$ cat src/rtl/column_readout_pkg.sv
// column_readout_pkg: shared constants for the column readout stage.
// FSM state encodings, memory action codes shared with the event memory,
// and saturation bound helpers for the fixed-point to pixel conversion.
package column_readout_pkg;

    // Readout FSM states
    localparam logic [1:0] ST_IDLE  = 2'd0;
    localparam logic [1:0] ST_SCAN  = 2'd1;
    localparam logic [1:0] ST_DRAIN = 2'd2;

    // Memory action codes; the clear-after-read pulse drives ACT_CLEAR
    typedef enum logic [1:0] {
        ACT_NONE       = 2'd0,
        ACT_ACCUMULATE = 2'd1,
        ACT_FILTER     = 2'd2,
        ACT_CLEAR      = 2'd3
    } mem_action_e;

    // Largest representable signed value of a w-bit pixel
    function automatic int sat_max(input int w);
        return (1 << (w - 1)) - 1;
    endfunction

    // Smallest representable signed value of a w-bit pixel
    function automatic int sat_min(input int w);
        return -(1 << (w - 1));
    endfunction

endpackage

$ cat src/rtl/readout_skid_fifo.sv
// readout_skid_fifo: 2-entry first-word-fall-through FIFO with occupancy.
// The head entry is presented combinationally and stays put until popped.
// The caller guarantees no push when full and no pop when empty.
module readout_skid_fifo #(
    parameter int W = 10
) (
    input  logic         clk,
    input  logic         rst_i,
    input  logic         push_i,
    input  logic [W-1:0] din_i,
    input  logic         pop_i,
    output logic [W-1:0] dout_o,
    output logic         valid_o,
    output logic [1:0]   count_o
);

    logic [1:0][W-1:0] mem_q, mem_d;
    logic              wr_q, wr_d;
    logic              rd_q, rd_d;
    logic [1:0]        count_q, count_d;

    // Next-state for storage, pointers and occupancy
    always_comb begin
        mem_d   = mem_q;
        wr_d    = wr_q;
        rd_d    = rd_q;
        count_d = count_q;
        if (push_i) begin
            mem_d[wr_q] = din_i;
            wr_d        = ~wr_q;
        end
        if (pop_i) begin
            rd_d = ~rd_q;
        end
        case ({push_i, pop_i})
            2'b10:   count_d = count_q + 2'd1;
            2'b01:   count_d = count_q - 2'd1;
            default: count_d = count_q;
        endcase
    end

    // State registers; storage cleared so the head reads zero after reset
    always_ff @(posedge clk) begin
        if (rst_i) begin
            mem_q   <= '0;
            wr_q    <= 1'b0;
            rd_q    <= 1'b0;
            count_q <= 2'd0;
        end else begin
            mem_q   <= mem_d;
            wr_q    <= wr_d;
            rd_q    <= rd_d;
            count_q <= count_d;
        end
    end

    assign dout_o  = mem_q[rd_q];
    assign valid_o = (count_q != 2'd0);
    assign count_o = count_q;

endmodule

$ cat src/rtl/column_readout.sv
// column_readout: scans the column event memory on start and streams every
// address out as a saturated signed pixel frame (tuser = first, tlast = last)
// over a valid/ready interface with full backpressure.
// Optional feature macro COLUMN_READOUT_CLEAR_AFTER_READ_EN adds clr_o /
// clr_addr_o, pulsed the cycle after each accepted beat for destructive readout.
module column_readout
    import column_readout_pkg::*;
#(
    parameter int ADDR_WIDTH = 8,
    parameter int n          = 16,
    parameter int SHIFT      = 4,
    parameter int OUT_WIDTH  = 8
) (
    input  logic                  clk,
    input  logic                  rst_i,
    input  logic                  start_i,
    output logic                  busy_o,
    output logic                  done_o,
    output logic [ADDR_WIDTH-1:0] addrb_o,
    input  logic [n-1:0]          dob_i,
    output logic [OUT_WIDTH-1:0]  m_tdata_o,
    output logic                  m_tvalid_o,
    input  logic                  m_tready_i,
    output logic                  m_tuser_o,
`ifdef COLUMN_READOUT_CLEAR_AFTER_READ_EN
    output logic                  m_tlast_o,
    output logic                  clr_o,
    output logic [ADDR_WIDTH-1:0] clr_addr_o
`else
    output logic                  m_tlast_o
`endif
);

    localparam logic [ADDR_WIDTH-1:0] LAST_ADDR = '1;
    localparam logic signed [n-1:0]   SAT_HI    = n'(sat_max(OUT_WIDTH));
    localparam logic signed [n-1:0]   SAT_LO    = n'(sat_min(OUT_WIDTH));
`ifdef COLUMN_READOUT_CLEAR_AFTER_READ_EN
    localparam int PW = ADDR_WIDTH + OUT_WIDTH + 2;
`else
    localparam int PW = OUT_WIDTH + 2;
`endif

    logic [1:0]            state_q, state_d;
    logic [ADDR_WIDTH-1:0] addr_q, addr_d;
    logic [ADDR_WIDTH-1:0] rd_addr_q, rd_addr_d;
    logic                  inflight_q, inflight_d;
    logic                  busy_q, busy_d;
    logic                  done_q, done_d;

    logic signed [n-1:0]   shifted;
    logic [OUT_WIDTH-1:0]  pix;
    logic [PW-1:0]         fifo_din, fifo_dout;
    logic [1:0]            fifo_count;
    logic                  pop, head_last;
    logic [2:0]            used;

    // Arithmetic shift then clamp to the signed pixel range
    always_comb begin
        shifted = $signed(dob_i) >>> SHIFT;
        if (shifted > SAT_HI)      pix = SAT_HI[OUT_WIDTH-1:0];
        else if (shifted < SAT_LO) pix = SAT_LO[OUT_WIDTH-1:0];
        else                       pix = shifted[OUT_WIDTH-1:0];
    end

`ifdef COLUMN_READOUT_CLEAR_AFTER_READ_EN
    assign fifo_din = {rd_addr_q, rd_addr_q == '0, rd_addr_q == LAST_ADDR, pix};
`else
    assign fifo_din = {rd_addr_q == '0, rd_addr_q == LAST_ADDR, pix};
`endif

    readout_skid_fifo #(.W(PW)) u_fifo (
        .clk     (clk),
        .rst_i   (rst_i),
        .push_i  (inflight_q),
        .din_i   (fifo_din),
        .pop_i   (pop),
        .dout_o  (fifo_dout),
        .valid_o (m_tvalid_o),
        .count_o (fifo_count)
    );

    assign pop       = m_tvalid_o & m_tready_i;
    assign m_tdata_o = fifo_dout[OUT_WIDTH-1:0];
    assign m_tlast_o = fifo_dout[OUT_WIDTH];
    assign m_tuser_o = fifo_dout[OUT_WIDTH+1];
    assign head_last = m_tlast_o;

    // Slots committed in the FIFO; a beat leaving this cycle frees its slot,
    // which is what lets a steady ready sustain one beat per cycle.
    assign used = {1'b0, fifo_count} + {2'b00, inflight_q};

    // FSM, read issue and frame bookkeeping
    always_comb begin
        state_d    = state_q;
        addr_d     = addr_q;
        rd_addr_d  = rd_addr_q;
        inflight_d = 1'b0;
        busy_d     = busy_q;
        done_d     = 1'b0;
        case (state_q)
            ST_IDLE: begin
                // busy_q still high during the done cycle, so a start there is dropped
                if (start_i && !busy_q) begin
                    state_d = ST_SCAN;
                    addr_d  = '0;
                    busy_d  = 1'b1;
                end
            end
            ST_SCAN: begin
                if ((used - {2'b00, pop}) < 3'd2) begin
                    inflight_d = 1'b1;
                    rd_addr_d  = addr_q;
                    if (addr_q == LAST_ADDR) state_d = ST_DRAIN;
                    else                     addr_d  = addr_q + 1'b1;
                end
            end
            ST_DRAIN: begin
                // The tlast beat is always the final one left in the FIFO
                if (pop && head_last) begin
                    state_d = ST_IDLE;
                    done_d  = 1'b1;
                end
            end
            default: state_d = ST_IDLE;
        endcase
        if (done_q) busy_d = 1'b0;
    end

    // Control registers
    always_ff @(posedge clk) begin
        if (rst_i) begin
            state_q    <= ST_IDLE;
            addr_q     <= '0;
            rd_addr_q  <= '0;
            inflight_q <= 1'b0;
            busy_q     <= 1'b0;
            done_q     <= 1'b0;
        end else begin
            state_q    <= state_d;
            addr_q     <= addr_d;
            rd_addr_q  <= rd_addr_d;
            inflight_q <= inflight_d;
            busy_q     <= busy_d;
            done_q     <= done_d;
        end
    end

    assign addrb_o = addr_q;
    assign busy_o  = busy_q;
    assign done_o  = done_q;

`ifdef COLUMN_READOUT_CLEAR_AFTER_READ_EN
    logic                  clr_q, clr_d;
    logic [ADDR_WIDTH-1:0] clr_addr_q, clr_addr_d;

    // One clear per accepted beat, carrying that beat's stored address
    always_comb begin
        clr_d      = pop;
        clr_addr_d = pop ? fifo_dout[PW-1 -: ADDR_WIDTH] : clr_addr_q;
    end

    // Clear pulse registers
    always_ff @(posedge clk) begin
        if (rst_i) begin
            clr_q      <= 1'b0;
            clr_addr_q <= '0;
        end else begin
            clr_q      <= clr_d;
            clr_addr_q <= clr_addr_d;
        end
    end

    assign clr_o      = clr_q;
    assign clr_addr_o = clr_addr_q;
`endif

endmodule

$ cat config.mk
export PLATFORM = sky130hd
export DESIGN_NAME = column_readout
export DESIGN_NICKNAME = d
export VERILOG_FILES = /design/src/rtl/column_readout_pkg.sv /design/src/rtl/readout_skid_fifo.sv /design/src/rtl/column_readout.sv
export SDC_FILE = /design/constraint.sdc
export NUM_CORES = 1
export LEC_CHECK = 0
export BUFFER_PORTS_ARGS = -buffer_cell sky130_fd_sc_hd__clkbuf_2
export CAP_MARGIN = 10
export CORE_ASPECT_RATIO = 2
export CORE_MARGIN = 4
export CORE_UTILIZATION = 54
export DETAILED_ROUTE_END_ITERATION = 12
export GPL_TIMING_DRIVEN = 0
export PLACE_DENSITY = 0.8
export REMOVE_ABC_BUFFERS = 1
export SYNTH_ARGS = -nofsm -noshare
export SYNTH_HDL_FRONTEND = slang
export SYNTH_HIERARCHICAL = 1
export SYNTH_SLANG_ARGS = --single-unit
$ cat constraint.sdc
create_clock -name clk -period 4 [get_ports clk]
set_clock_uncertainty 0.1 [all_clocks]
set_input_delay 0.2 -clock clk [delete_from_list [all_inputs] [get_ports clk]]
set_output_delay 0.2 -clock clk [all_outputs]
set_load 0.05 [all_outputs]
# Word level (Yosys, flattened, before mapping)
# Cells that the tools add are included.
[totals]
regBits = 45
output_inout_bits = 21
in_bits = 20
wordCells = 73
[classes]
n_bitwise = 5
mux = 19
order_cmp = 6
reduce_logical = 16
eq_ne = 11
n_addsub = 5
[op_table]
columns = ["cell", "n"]
rows = [
  ["2-to-1 mux 8 bit", 5],
  ["2-to-1 mux 10 bit", 3],
  ["bitwise mux 20 bit", 1],
  ["== test 8 bit, second input constant", 2],
  ["case mux 8 bit (2 select lines)", 1],
  ["> comparator 12 x 8 -> 1 bit, second input constant", 1],
  ["< comparator 12 x 8 -> 1 bit, second input constant", 1],
  ["demux 10 bit (select 1 bit)", 1],
  ["!= test 2 bit, second input constant", 5],
  ["adder 8 x 1 -> 8 bit, second input constant", 1],
  ["zero test 8 bit", 1],
  ["2-to-1 mux 2 bit", 4],
  ["AND reduction 4 bit", 2],
  ["case mux 2 bit (3 select lines)", 1],
  ["nonzero test 2 bit", 3],
  ["OR reduction 2 bit", 3],
  ["== test 2 x 1 -> 1 bit, second input constant", 2],
  ["== test 2 bit, second input constant", 2],
  ["< comparator 1 x 2 -> 1 bit, second input constant", 2],
  ["inverter 1 bit", 4],
  ["case mux 2 bit (2 select lines)", 1],
  ["AND reduction 2 bit", 2],
  ["adder 2 x 1 -> 3 bit", 1],
  ["logical AND 1 bit", 3],
  ["other kinds (9)", 10],
]

# Longest topological paths before layout
# Gate-level depths: netlist (run 1).
[depth]
word_depth = 6
ltp_mapped = 10
mapped_depth_nobuf = 9

# Hierarchy
# Netlist (run 1), hierarchy kept.
[by_module_without_submodules]
columns = ["mod", "instances", "seq_area_each_um2", "cells_per_inst", "area_per_inst_um2"]
rows = [
  ["column_readout", 1, 420.4, 127, 1102.3],
  ["readout_skid_fifo", 1, 480.5, 117, 974.7],
]

# Least setup slack after synthesis (run 1)
# No wires, ideal clock.
[synth_path]
kind = "reg2reg"
startpoint = "register u_fifo.count_q[1] (netlist: u_fifo/count_o[1])"
endpoint = "register rd_addr_q[3]"
setup_time_ns = 0.128
period_less_slack_ns = 2.961
stages_incl_launch_ff = 10
path_slack_ns = 1.039
t_arrival_ns = 2.734
n_path_buf = 1
cell_sequence = "dfxtp_1 > or2_2 > and2_1 > nand2b_1 > a21boi_0 > fa_1 > nor3_2 > buf_2 > mux2i_1 > nor2_1"
[synth_via]
elab_chain_cells = 5
word_cells_on_any_way = 6
cone_classes = "add/sub: 2; order compare: 1; bitwise: 1; reduce/logical: 2"
[synth_rtl]
columns = ["element", "line_no", "text"]
rows = [
  ["from (decl)", "readout_skid_fifo.sv:20", "logic [1:0] count_q, count_d;"],
  ["from (signal assigned)", "readout_skid_fifo.sv:53", "count_q <= count_d;"],
  ["nonzero test 2 bit", "readout_skid_fifo.sv:58", "assign valid_o = (count_q != 2'd0);"],
  ["named net m_tvalid_o", "column_readout.sv:22", "output logic m_tvalid_o,"],
  ["bitwise AND 1 bit", "column_readout.sv:82", "assign pop = m_tvalid_o & m_tready_i;"],
  ["named net pop", "column_readout.sv:54", "logic pop, head_last;"],
  ["subtractor 3 x 1 -> 3 bit", "column_readout.sv:110", "if ((used - {2'b00, pop}) < 3'd2) begin"],
  ["< comparator 3 x 2 -> 1 bit", "column_readout.sv:110", ""],
  ["AND reduction 2 bit (no source line)", "n/a", ""],
  ["to (signal assigned)", "column_readout.sv:141", "rd_addr_q <= rd_addr_d;"],
  ["to (decl)", "column_readout.sv:45", "logic [ADDR_WIDTH-1:0] rd_addr_q, rd_addr_d;"],
]
# The timed path passes the listed nets, and every way through them passes these cells.
# A chain may end at the register's enable or synchronous reset.

# Final worst setup path (run 1)
[layout_path]
startpoint = "register u_fifo.count_q[1] (netlist: u_fifo/count_o[1])"
endpoint = "register rd_addr_q[6]"
[layout_via]
elab_chain_cells = 5
word_cells_on_any_way = 6
cone_classes = "add/sub: 2; order compare: 1; bitwise: 1; reduce/logical: 2"
[layout_rtl]
columns = ["element", "line_no"]
rows = [
  ["nonzero test 2 bit", "readout_skid_fifo.sv:58"],
  ["bitwise AND 1 bit", "column_readout.sv:82"],
  ["named net pop", "column_readout.sv:54"],
  ["subtractor 3 x 1 -> 3 bit", "column_readout.sv:110"],
  ["< comparator 3 x 2 -> 1 bit", "column_readout.sv:110"],
  ["AND reduction 2 bit (no source line)", "n/a"],
]
# The timed path passes the listed nets, and every way through them passes these cells.

==> run summary, run 1 <==
OUTCOME
------------------------------------------------------------------------------------
Outcome                                                                 finished, final reports clean

SYNTH
------------------------------------------------------------------------------------
Post-synthesis instance total                                                    244
Number of synthesized register bits                                               45
Yosys warnings                                                                     6
Number of synthesized flops with an enable pin                                     0
Proportion of synthesized flip-flops having asynchronous set or reset             0%
Proportion of synthesized chip area in sequential cells                        43.4%
Post-synthesis cell type count                                                    40
Top FF cell, synth                                                      sky130_fd_sc_hd__dfxtp_1
Area share of the largest cell type after synthesis                            43.4%
Post-synth top area cell                                                sky130_fd_sc_hd__dfxtp_1
Per-instance average area after synthesis                                   8.51 um2
Cell area after synthesis                                                   2080 um2
Top cells by area in the synthesized netlist                            sky130_fd_sc_hd__dfxtp_1 (43%), sky130_fd_sc_hd__nand2_1 (9.0%), sky130_fd_sc_hd__a21oi_1 (6.5%)

POWER AND IR DROP
------------------------------------------------------------------------------------
Worst IR drop on VDD                                                          381 uV
Sequential cell fraction of total power                                        44.2%
Fraction of power spent switching nets                                         36.6%
Share of power burned in the clock network                                     22.8%
P_leak                                                                      0.901 nW
Overall power                                                                1.21 mW
Power density of the placed cells                                         513 nW/um2
Logic pwr share                                                                33.0%
Switching power                                                             0.442 mW
Internal power contribution                                                 0.767 mW

FINISH
------------------------------------------------------------------------------------
Final cell area excluding filler cells                                      2360 um2
Layout Cells excl Fill                                                           326
Number of nets in the layout                                                     300
Count of inserted antenna diode cells                                              0
Fraction of layout cells with a size suffix above 1                            21.7%
Final Util                                                                     64.0%
Growth of design area from synthesis to finish                                 13.6%

PLACE
------------------------------------------------------------------------------------
Detailed placement HPWL                                                      3190 um
Placed Cells incl. Taps                                                          318
Final RePlAce weighted congestion                                              0.828
Area after detailed placement                                               2260 um2
Number of buffers inserted by port buffering                                      36
Placement-stage worst setup slack                                           0.513 ns

DETAILED ROUTING
------------------------------------------------------------------------------------
Avg Vias per Cell                                                               5.48
DRT Pass-1 Iters                                                                   4
Total via count after detailed routing                                         1,785
Wire length the detailed router placed on met1                               1710 um
Highest metal layer with signal wires                                           met4
Total wire length                                                            4340 um
DRC                                                                                0
Number of routed nets with antenna violations                                      0
1st-iter DRT viols                                                                27
Avg WL per Cell                                                              13.3 um
Met2 Wirelength                                                              2310 um
Total met3 wirelength after detailed routing                                  164 um

FLOORPLANNING
------------------------------------------------------------------------------------
I/O pin count                                                                     41
Horizontal die dimension                                                     51.9 um
Height of the chip                                                           95.7 um
Area of the core region                                                     3680 um2
Die outline area                                                            4960 um2
Floorplan row count                                                               31
Initial Util                                                                   56.4%

TIMING
------------------------------------------------------------------------------------
Final-report max-slew violation count                                              0
Min Tclk post-route                                                          2.98 ns
Timing-limited maximum frequency                                             336 MHz
Sum Neg Setup Slack                                                             0 ns
Measured slew at the worst slew-check pin                                   0.824 ns
Fin. Hold Viols                                                                    0
Final setup slack of the worst path                                          1.02 ns
Ratio of final minimum period to clock period                                  74.4%
Setup repair after global routing missed its margin                               no
Worst hold-check slack                                                     0.0804 ns
Headroom to the max-slew limit                                                 45.1%
Final count of negative-setup-slack endpoints                                      0

GLOBAL ROUTE
------------------------------------------------------------------------------------
GRT Resource Usage Total                                                       19.6%
Overflow left after global routing                                                 0
Global-route wire length before repair                                       7400 um
Via count of the first global-routing pass                                     1,764
Largest net degree at the start of global routing                                 44
Number of antenna violations at the first check in global routing                  0

CLOCK TREE
------------------------------------------------------------------------------------
Post-CTS Setup Bufs                                                                0
Deepest clock path buffer count                                                    2
H-tree depth                                                                       2
Clock-pin slew on the worst setup and hold paths                             0.08 ns
CTS Buf Count                                                                      5
CTS hold repair buffers                                                            0
CTS tree                                                                        done
Number of gates resized after cts                                                  0
Latest clock arrival within the worst-skew pair                              0.29 ns
Root buffer cell                                                        sky130_fd_sc_hd__clkbuf_8
CTS Sinks                                                                         45

MIN PATH
------------------------------------------------------------------------------------
Worst hold path stage count                                                        3
Worst hold-check path type                                                    in2reg
Hold Path Sink                                                          u_fifo/mem_q[17]
Start point of the worst min-delay path                                    dob_i[15]

SETUP PATH
------------------------------------------------------------------------------------
Worst reg2reg setup slack                                                    1.02 ns
Crit Reg-Reg Startpoint                                                 u_fifo/count_o[1]
Critical path's largest stage delay                                          0.51 ns
Crit start category                                                             flop
Worst r2r dst                                                           rd_addr_q[6]
WP data arrival                                                              3.02 ns
Cells on worst reg2reg path                                                        9
Critical path buffer and inverter count                                            1
Class of the most critical setup path                                        reg2reg
Required time of the worst setup path                                        4.05 ns
CP max FO                                                                         10
Cell at the slowest stage of the critical path                          sky130_fd_sc_hd__fa_1
Cell-by-cell listing of the critical path                               or2_2 > and2_1 > nand2b_1 > a21boi_0 > fa_1 > nor3_2 > buf_6 > mux2i_1 > nor2_1
Family of cells with the greatest summed delay on the critical path     simple AND/OR/NAND/NOR gates
Type of destination of the critical path                                        flop

FLOW RUN
------------------------------------------------------------------------------------
Max Cap Violations                                                                 0

==> state kept, by name, summed over array words and instances, names as in the netlist <==
| name | cells |
|---|---|
| u_fifo/mem_q | 20 |
| inflight_q | 1 |
| rd_addr_q | 8 |
| addrb_o | 8 |
| state_q | 2 |
| u_fifo/wr_q | 1 |
| u_fifo/count_o | 2 |
| done_o | 1 |
| u_fifo/rd_q | 1 |
| busy_o | 1 |
==> worst max-delay path by stage <==
| stage | end | slack, ns | cells after the start | startpoint |
|---|---|---|---|---|
| after floorplan | addrb_o[3] | 0.78 | 8 | u_fifo/count_o[1] |
| after global placement | addrb_o[1] | 0.52 | 8 | u_fifo/count_o[1] |
| after detailed placement | addrb_o[1] | 0.51 | 8 | u_fifo/count_o[1] |
| after CTS | addrb_o[1] | 0.48 | 8 | u_fifo/count_o[1] |
| after global routing | rd_addr_q[6] | 0.82 | 9 | u_fifo/count_o[1] |
| final | rd_addr_q[6] | 1.02 | 9 | u_fifo/count_o[1] |
==> worst register-to-register path, cell delays in order, from the launching register on <==
cell and delay (ns):
sky130_fd_sc_hd__dfxtp_1 0.35, sky130_fd_sc_hd__or2_2 0.31, sky130_fd_sc_hd__and2_1 0.22, sky130_fd_sc_hd__nand2b_1 0.15, sky130_fd_sc_hd__a21boi_0 0.20, sky130_fd_sc_hd__fa_1 0.51, sky130_fd_sc_hd__nor3_2 0.46, sky130_fd_sc_hd__buf_6 0.23
sky130_fd_sc_hd__mux2i_1 0.24, sky130_fd_sc_hd__nor2_1 0.05
==> cells in the mapped netlist, types with 2 or more instances <==
cell type and number:
sky130_fd_sc_hd__xnor2_1 3, sky130_fd_sc_hd__nor4b_1 2, sky130_fd_sc_hd__dfxtp_1 45, sky130_fd_sc_hd__mux2i_1 9
sky130_fd_sc_hd__ha_1 2, sky130_fd_sc_hd__a21oi_1 27, sky130_fd_sc_hd__a31oi_1 4, sky130_fd_sc_hd__nand2_1 50
sky130_fd_sc_hd__clkbuf_1 4, sky130_fd_sc_hd__mux2_2 10, sky130_fd_sc_hd__buf_2 6, sky130_fd_sc_hd__or4_1 2
sky130_fd_sc_hd__or3_1 3, sky130_fd_sc_hd__o21ai_0 4, sky130_fd_sc_hd__nor2_1 19, sky130_fd_sc_hd__nand4_1 5
sky130_fd_sc_hd__inv_1 7, sky130_fd_sc_hd__nor4_1 3, sky130_fd_sc_hd__nor3_1 3, sky130_fd_sc_hd__nand2b_1 5
sky130_fd_sc_hd__and2_1 2, sky130_fd_sc_hd__o211ai_2 2, sky130_fd_sc_hd__nand3_1 3, sky130_fd_sc_hd__o21a_1 8
==> cell usage in the layout, fill, tap and decap left out, drive strengths merged, types with 2 or more instances in the layout <==
| cell type | n |
|---|---|
| nand2 | 50 |
| nand3 | 4 |
| nand4 | 5 |
| nor3 | 4 |
| ha | 2 |
| xnor2 | 3 |
| and2 | 2 |
| a21oi | 27 |
| nand2b | 5 |
| nor2 | 19 |
| o21a | 8 |
| nor4b | 2 |
| clkbuf | 43 |
| mux2i | 9 |
| nor4 | 3 |
| inv | 7 |
| a31oi | 4 |
| dfxtp | 45 |
| or4 | 2 |
| or3 | 3 |
| mux2 | 10 |
| o211ai | 3 |
| o21ai | 5 |
==> kinds of logic after synthesis <==
kind of cell | synth area share (%)
simple gates | 23.3
compound gates | 15.8
flops | 43.4
mux | 9.76
buf+inv | 3.98
xor+xnor | 1.69
fa+ha+maj | 2.17
==> layout make-up <==
class / count / area [um2]
inverters: 7 / 26.3
clock buffers: 7 / 86.3
well taps: 49 / 61.3
multi-input cells: 181 / 1090
repair buffers: 37 / 191
fillers: 348 / 1330
flip-flops and latches: 45 / 901
==> routing by layer <==
layer  vias to the layer above  global-route usage [%]
li1                        911                       -
met1                       821                    19.3
met2                        41                    36.4
met3                        12                    3.72
met4                         0                    11.4
met5                         -                       0
==> power groups by stage <==
stage / clock network, mW / logic, mW / registers [mW]
finish: 0.276 / 0.399 / 0.534
global placement: 0 / 0.384 / 0.544
CTS: 0.282 / 0.393 / 0.535
detailed placement: 0 / 0.391 / 0.545
floorplan: 0 / 0.281 / 0.557
global route: 0.299 / 0.439 / 0.541
Note: power is estimated with default switching activity, not from simulation.
==> inputs of run 2 (changes only) <==
- clock period: 4 -> 3.08 ns (I/O delays scaled with it)
==> run 2 against run 1 <==
  * Power is 33% higher
  * Critical endpoint is now addrb_o[3]
  * Critical path depth is 1 higher
  * Utilization is 0.61 points higher
  * Clock power is 29% higher
  * Final cell count is 0.31% higher
  * Highest routed layer unchanged
==> run summary, run 2 (synthesis results as in run 1) <==
DETAILED ROUTING
--------------------------------------------------------------------------------
1st-iter DRT viols                                                            40
Met2 Wirelength                                                          2400 um
DRT Pass-1 Iters                                                               4
Wire length the detailed router placed on met1                           1700 um
Highest metal layer with signal wires                                       met4
Total wire length                                                        4400 um
DRC                                                                            0
Number of routed nets with antenna violations                                  0
Total met3 wirelength after detailed routing                              174 um
Avg WL per Cell                                                          13.5 um
Total via count after detailed routing                                     1,801
Avg Vias per Cell                                                           5.51

TIMING
--------------------------------------------------------------------------------
Headroom to the max-slew limit                                             45.0%
Sum Neg Setup Slack                                                         0 ns
Min Tclk post-route                                                      2.84 ns
Measured slew at the worst slew-check pin                               0.825 ns
Setup repair after global routing missed its margin                           no
Fin. Hold Viols                                                                0
Ratio of final minimum period to clock period                              92.2%
Timing-limited maximum frequency                                         352 MHz
Final count of negative-setup-slack endpoints                                  0
Final setup slack of the worst path                                     0.241 ns
Worst hold-check slack                                                 0.0315 ns
Final-report max-slew violation count                                          0

FLOORPLANNING
--------------------------------------------------------------------------------
Height of the chip                                                       95.7 um
I/O pin count                                                                 41
Die outline area                                                        4960 um2
Area of the core region                                                 3680 um2
Initial Util                                                               56.4%
Floorplan row count                                                           31
Horizontal die dimension                                                 51.9 um

SETUP PATH
--------------------------------------------------------------------------------
WP data arrival                                                          2.95 ns
Class of the most critical setup path                                    reg2reg
Required time of the worst setup path                                    3.20 ns
Crit start category                                                         flop
Type of destination of the critical path                                    flop
CP max FO                                                                     11

CLOCK TREE
--------------------------------------------------------------------------------
CTS Buf Count                                                                  5
Deepest clock path buffer count                                                2
Latest clock arrival within the worst-skew pair                          0.29 ns
Root buffer cell                                                    sky130_fd_sc_hd__clkbuf_8
Clock-pin slew on the worst setup and hold paths                         0.08 ns
CTS hold repair buffers                                                        0
H-tree depth                                                                   2
CTS tree                                                                    done
CTS Sinks                                                                     45

FINISH
--------------------------------------------------------------------------------
Commonest non-fill, non-tap cells in the layout                     sky130_fd_sc_hd__nand2_1 (50), sky130_fd_sc_hd__dfxtp_1 (45), sky130_fd_sc_hd__clkbuf_2 (36)
Count of inserted antenna diode cells                                          0
Number of flip-flops under the largest register name                          20
Final Util                                                                 64.7%
Largest reg by FF count                                             u_fifo/mem_q
Growth of design area from synthesis to finish                             14.7%
Most common cell after layout, fill and taps aside                  sky130_fd_sc_hd__nand2_1
Layout Cells excl Fill                                                       327
Fraction of layout cells with a size suffix above 1                        21.9%
Final cell area excluding filler cells                                  2380 um2
Number of nets in the layout                                                 301

POWER AND IR DROP
--------------------------------------------------------------------------------
Power density of the placed cells                                     675 nW/um2
Overall power                                                            1.61 mW
Worst IR drop on VDD                                                      518 uV
P_leak                                                                  0.910 nW

OUTCOME
--------------------------------------------------------------------------------
Outcome                                                             finished, final reports clean

PLACE
--------------------------------------------------------------------------------
Placed Cells incl. Taps                                                      318
Final RePlAce weighted congestion                                          0.828
Detailed placement HPWL                                                  3190 um
Number of buffers inserted by port buffering                                  36
Placement-stage worst setup slack                                      -0.407 ns
Area after detailed placement                                           2260 um2

GLOBAL ROUTE
--------------------------------------------------------------------------------
Global-route wire length before repair                                   7450 um
Via count of the first global-routing pass                                 1,766
Largest net degree at the start of global routing                             44
Overflow left after global routing                                             0
GRT Resource Usage Total                                                   19.8%
Number of antenna violations at the first check in global routing              0

MIN PATH
--------------------------------------------------------------------------------
Worst hold-check path type                                                in2reg

FLOW RUN
--------------------------------------------------------------------------------
Max Cap Violations                                                             0

[run 2: changes by cell type in the layout (fill, tap and decap cells not counted)]
cell                     before  now
sky130_fd_sc_hd__buf_6        1    0
sky130_fd_sc_hd__buf_4        0    1
sky130_fd_sc_hd__nor3_2       1    0
sky130_fd_sc_hd__buf_12       0    1
sky130_fd_sc_hd__nor3_4       0    1
[run 2: power by group]
group | internal [mW] | switching (mW)
registers | 0.634 | 0.0608
clock network | 0.178 | 0.178
logic | 0.210 | 0.347
[run 2: final cells by class]
type                       instances  area (um2)
fill                             342        1300
multi-input combinational        181        1100
inverter                           7        26.3
clock buffer                       7        86.3
timing repair buffer              38         208
tap                               49        61.3
sequential                        45         901
[run 2: worst paths after layout]
kind,start,to,slack (ns),cells past startpoint
setup / recovery,u_fifo/count_o[1],addrb_o[3],0.24,10
hold reg to reg,done_o,busy_o,0.32,1
setup reg to reg,u_fifo/count_o[1],addrb_o[3],0.24,10
hold / removal,dob_i[15],u_fifo/mem_q[17],0.03,3
[run 2: routing by layer]
| metal | vias up | global-route usage (%) |
|---|---|---|
| met2 | 44 | 37.1 |
| met4 | 0 | 10.5 |
| met3 | 10 | 3.10 |
| li1 | 913 | - |
| met1 | 834 | 19.9 |
| met5 | - | 0 |
[run 2: timing repair]
action	CTS	global route
buffers inserted	2	0
hold endpoints to repair	0	0
setup endpoints to repair	18	0
gates resized for setup	1	0
[run 2: critical path, cell delays in order (launching register included)]
cell	delay [ns]
sky130_fd_sc_hd__dfxtp_1	0.35
sky130_fd_sc_hd__or2_2	0.31
sky130_fd_sc_hd__and2_1	0.22
sky130_fd_sc_hd__nand2b_1	0.13
sky130_fd_sc_hd__a21boi_0	0.11
sky130_fd_sc_hd__fa_1	0.38
sky130_fd_sc_hd__xnor2_1	0.40
sky130_fd_sc_hd__nor3_4	0.09
sky130_fd_sc_hd__buf_12	0.17
sky130_fd_sc_hd__a211o_4	0.35
sky130_fd_sc_hd__a31oi_1	0.16
==> inputs of run 3 (changes only) <==
- CORE_ASPECT_RATIO: 2 -> unset
- CORE_UTILIZATION: 54 -> 30
- PLACE_DENSITY: 0.8 -> 0.51
- SYNTH_HIERARCHICAL: 1 -> unset
==> run 3 against run 2 <==
  * Sequential share of layout area decreased by 0.52 points
  * Clock power increased by 25%
  * First-iteration DRC count increased by 78%
  * Sequential cell count unchanged
==> run summary, run 3 <==
POWER AND IR DROP
------------------------------------------------------------------------------------
Power density of the placed cells                                         644 nW/um2
Worst IR drop on VDD                                                          238 uV
P_leak                                                                      0.902 nW
Overall power                                                                1.56 mW

PLACE
------------------------------------------------------------------------------------
Detailed placement HPWL                                                      3270 um
Number of buffers inserted by port buffering                                      36
Placed Cells incl. Taps                                                          343
Final RePlAce weighted congestion                                              0.763
Area after detailed placement                                               2270 um2

SETUP PATH
------------------------------------------------------------------------------------
Cell at the slowest stage of the critical path                          sky130_fd_sc_hd__or4_1
Required time of the worst setup path                                        3.20 ns
Cell-by-cell listing of the critical path                               o21a_1 > nor2b_1 > o21ai_0 > fa_1 > xnor2_4 > a31oi_4 > or4_1 > a211oi_1
Class of the most critical setup path                                        reg2reg
Critical path's largest stage delay                                          0.53 ns
Type of destination of the critical path                                        flop
Crit start category                                                             flop
Critical path buffer and inverter count                                            0
CP max FO                                                                         10
Worst reg2reg setup slack                                                    0.19 ns
Family of cells with the greatest summed delay on the critical path     compound AO/OA/AOI/OAI gates
WP data arrival                                                              3.00 ns

TIMING
------------------------------------------------------------------------------------
Fin. Hold Viols                                                                    0
Measured slew at the worst slew-check pin                                   0.802 ns
Final-report max-slew violation count                                              0
Min Tclk post-route                                                          2.89 ns
Ratio of final minimum period to clock period                                  93.8%
Final count of negative-setup-slack endpoints                                      0
Headroom to the max-slew limit                                                 46.5%
Worst hold-check slack                                                     0.0420 ns
Timing-limited maximum frequency                                             346 MHz
Setup repair after global routing missed its margin                               no
Sum Neg Setup Slack                                                             0 ns

SYNTH
------------------------------------------------------------------------------------
Cell area after synthesis                                                   2040 um2
Proportion of synthesized chip area in sequential cells                        44.2%
Per-instance average area after synthesis                                   8.52 um2
Top post-synthesis cells by count                                       sky130_fd_sc_hd__dfxtp_1 (45), sky130_fd_sc_hd__nand2_1 (39), sky130_fd_sc_hd__a21oi_1 (30)
Top FF cell, synth                                                      sky130_fd_sc_hd__dfxtp_1
Post-synthesis instance total                                                    239
Post-synthesis cell type count                                                    45
Number of synthesized register bits                                               45
Dominant cell by count in the synthesized netlist                       sky130_fd_sc_hd__dfxtp_1
Number of synthesized flops with an enable pin                                     0
Yosys warnings                                                                     0
Area share of the largest cell type after synthesis                            44.2%
Top cells by area in the synthesized netlist                            sky130_fd_sc_hd__dfxtp_1 (44%), sky130_fd_sc_hd__a21oi_1 (7.4%), sky130_fd_sc_hd__nand2_1 (7.2%)
Proportion of synthesized flip-flops having asynchronous set or reset             0%
Post-synth top area cell                                                sky130_fd_sc_hd__dfxtp_1

CLOCK TREE
------------------------------------------------------------------------------------
CTS hold repair buffers                                                            0
H-tree depth                                                                       2
Deepest clock path buffer count                                                    2
Root buffer cell                                                        sky130_fd_sc_hd__clkbuf_8
CTS Sinks                                                                         45
CTS tree                                                                        done
Latest clock arrival within the worst-skew pair                              0.30 ns
CTS Buf Count                                                                      5
Clock-pin slew on the worst setup and hold paths                             0.09 ns

GLOBAL ROUTE
------------------------------------------------------------------------------------
GRT Resource Usage Total                                                       12.2%
Number of antenna violations at the first check in global routing                  0
Global-route wire length before repair                                       8250 um
Via count of the first global-routing pass                                     1,733
Overflow left after global routing                                                 0
Largest net degree at the start of global routing                                 39

DETAILED ROUTING
------------------------------------------------------------------------------------
1st-iter DRT viols                                                                71
DRT Pass-1 Iters                                                                   4
DRC                                                                                0
Total wire length                                                            4710 um
Total via count after detailed routing                                         1,803
Avg Vias per Cell                                                               5.11
Avg WL per Cell                                                              13.4 um
Number of routed nets with antenna violations                                      0

FINISH
------------------------------------------------------------------------------------
Number of nets in the layout                                                     298
Fraction of layout cells with a size suffix above 1                            23.2%
Most common cell after layout, fill and taps aside                      sky130_fd_sc_hd__dfxtp_1
Commonest non-fill, non-tap cells in the layout                         sky130_fd_sc_hd__dfxtp_1 (44), sky130_fd_sc_hd__nand2_1 (39), sky130_fd_sc_hd__clkbuf_2 (36)
Sequential cell area                                                         902 um2
Largest reg by FF count                                                 u_fifo.mem_q
Count of inserted antenna diode cells                                              0
Final-layout fill cell count                                                     682
Layout Cells excl Fill                                                           353
Number of flip-flops under the largest register name                              20
Combined area of the multi-input logic cells                                1100 um2
Growth of design area from synthesis to finish                                 18.7%
Final cell area excluding filler cells                                      2420 um2

FLOORPLANNING
------------------------------------------------------------------------------------
Area of the core region                                                     6460 um2
Die outline area                                                            8170 um2
Initial Util                                                                   31.5%
Horizontal die dimension                                                     90.4 um
Floorplan row count                                                               29
Height of the chip                                                           90.4 um
I/O pin count                                                                     41

FLOW RUN
------------------------------------------------------------------------------------
Max Cap Violations                                                                 0

OUTCOME
------------------------------------------------------------------------------------
Outcome                                                                 finished, final reports clean

MIN PATH
------------------------------------------------------------------------------------
Worst hold-check path type                                                    in2reg

[run 3: logic make-up after synthesis]
| family | synth area share, % |
|---|---|
| mux | 6.02 |
| xor+xnor | 2.09 |
| buf+inv | 2.46 |
| compound gates | 19.4 |
| fa+ha+maj | 2.21 |
| flops | 44.2 |
| simple gates | 23.6 |
[run 3: per-stage QoR]
step	setup WS, ns	utilization (%)
after CTS	0.0692	36.9
after floorplan	0.352	-
after detailed placement	0.0923	35.2
after global routing	0.0156	37.4
final	0.192	37.4
after global placement	0.0949	35.2
[run 3: cell type report]
| class | instances | area share, % |
|---|---|---|
| Clock buffer | 6 | 3.00 |
| Sequential cell | 45 | 37.3 |
| Multi-Input combinational cell | 182 | 45.6 |
| Inverter | 3 | 0.466 |
| Clock inverter | 2 | 1.60 |
| Tap cell | 77 | 3.98 |
| Timing Repair Buffer | 38 | 8.07 |
[run 3: worst paths after layout]
| check | depth (start not counted) | to | startpoint |
|---|---|---|---|
| hold reg to reg | 1 | busy_o | done_o |
| setup reg to reg | 8 | addrb_o[3] | u_fifo.count_o[1] |
| setup / recovery | 8 | addrb_o[3] | u_fifo.count_o[1] |
| hold / removal | 3 | u_fifo.mem_q[15] | dob_i[9] |
[run 3: what timing repair did]
item | 4_1_cts | 5_1_grt
gates resized for setup | 0 | 3
setup buffers | 0 | 2
endpoints found under the setup margin | 0 | 4
[run 3: where the power goes]
part / internal (mW) / switching [mW]
combinational: 0.173 / 0.270
clock: 0.244 / 0.201
sequential: 0.617 / 0.0542
total: 1.03 / 0.525
[run 3: per-layer routing]
layer	GRT usage, %	vias to the layer above	routed length (um)
met1	15.7	834	2360
met5	0	-	0
li1	-	930	-
met4	4.21	0	29
met3	3.17	2	183
met2	19.6	37	2140
[run 3: worst min-delay path, cell delays in order]
cell                       delay (ns)
sky130_fd_sc_hd__clkbuf_2        0.09
sky130_fd_sc_hd__nor2_1          0.04
sky130_fd_sc_hd__o21ai_0         0.13
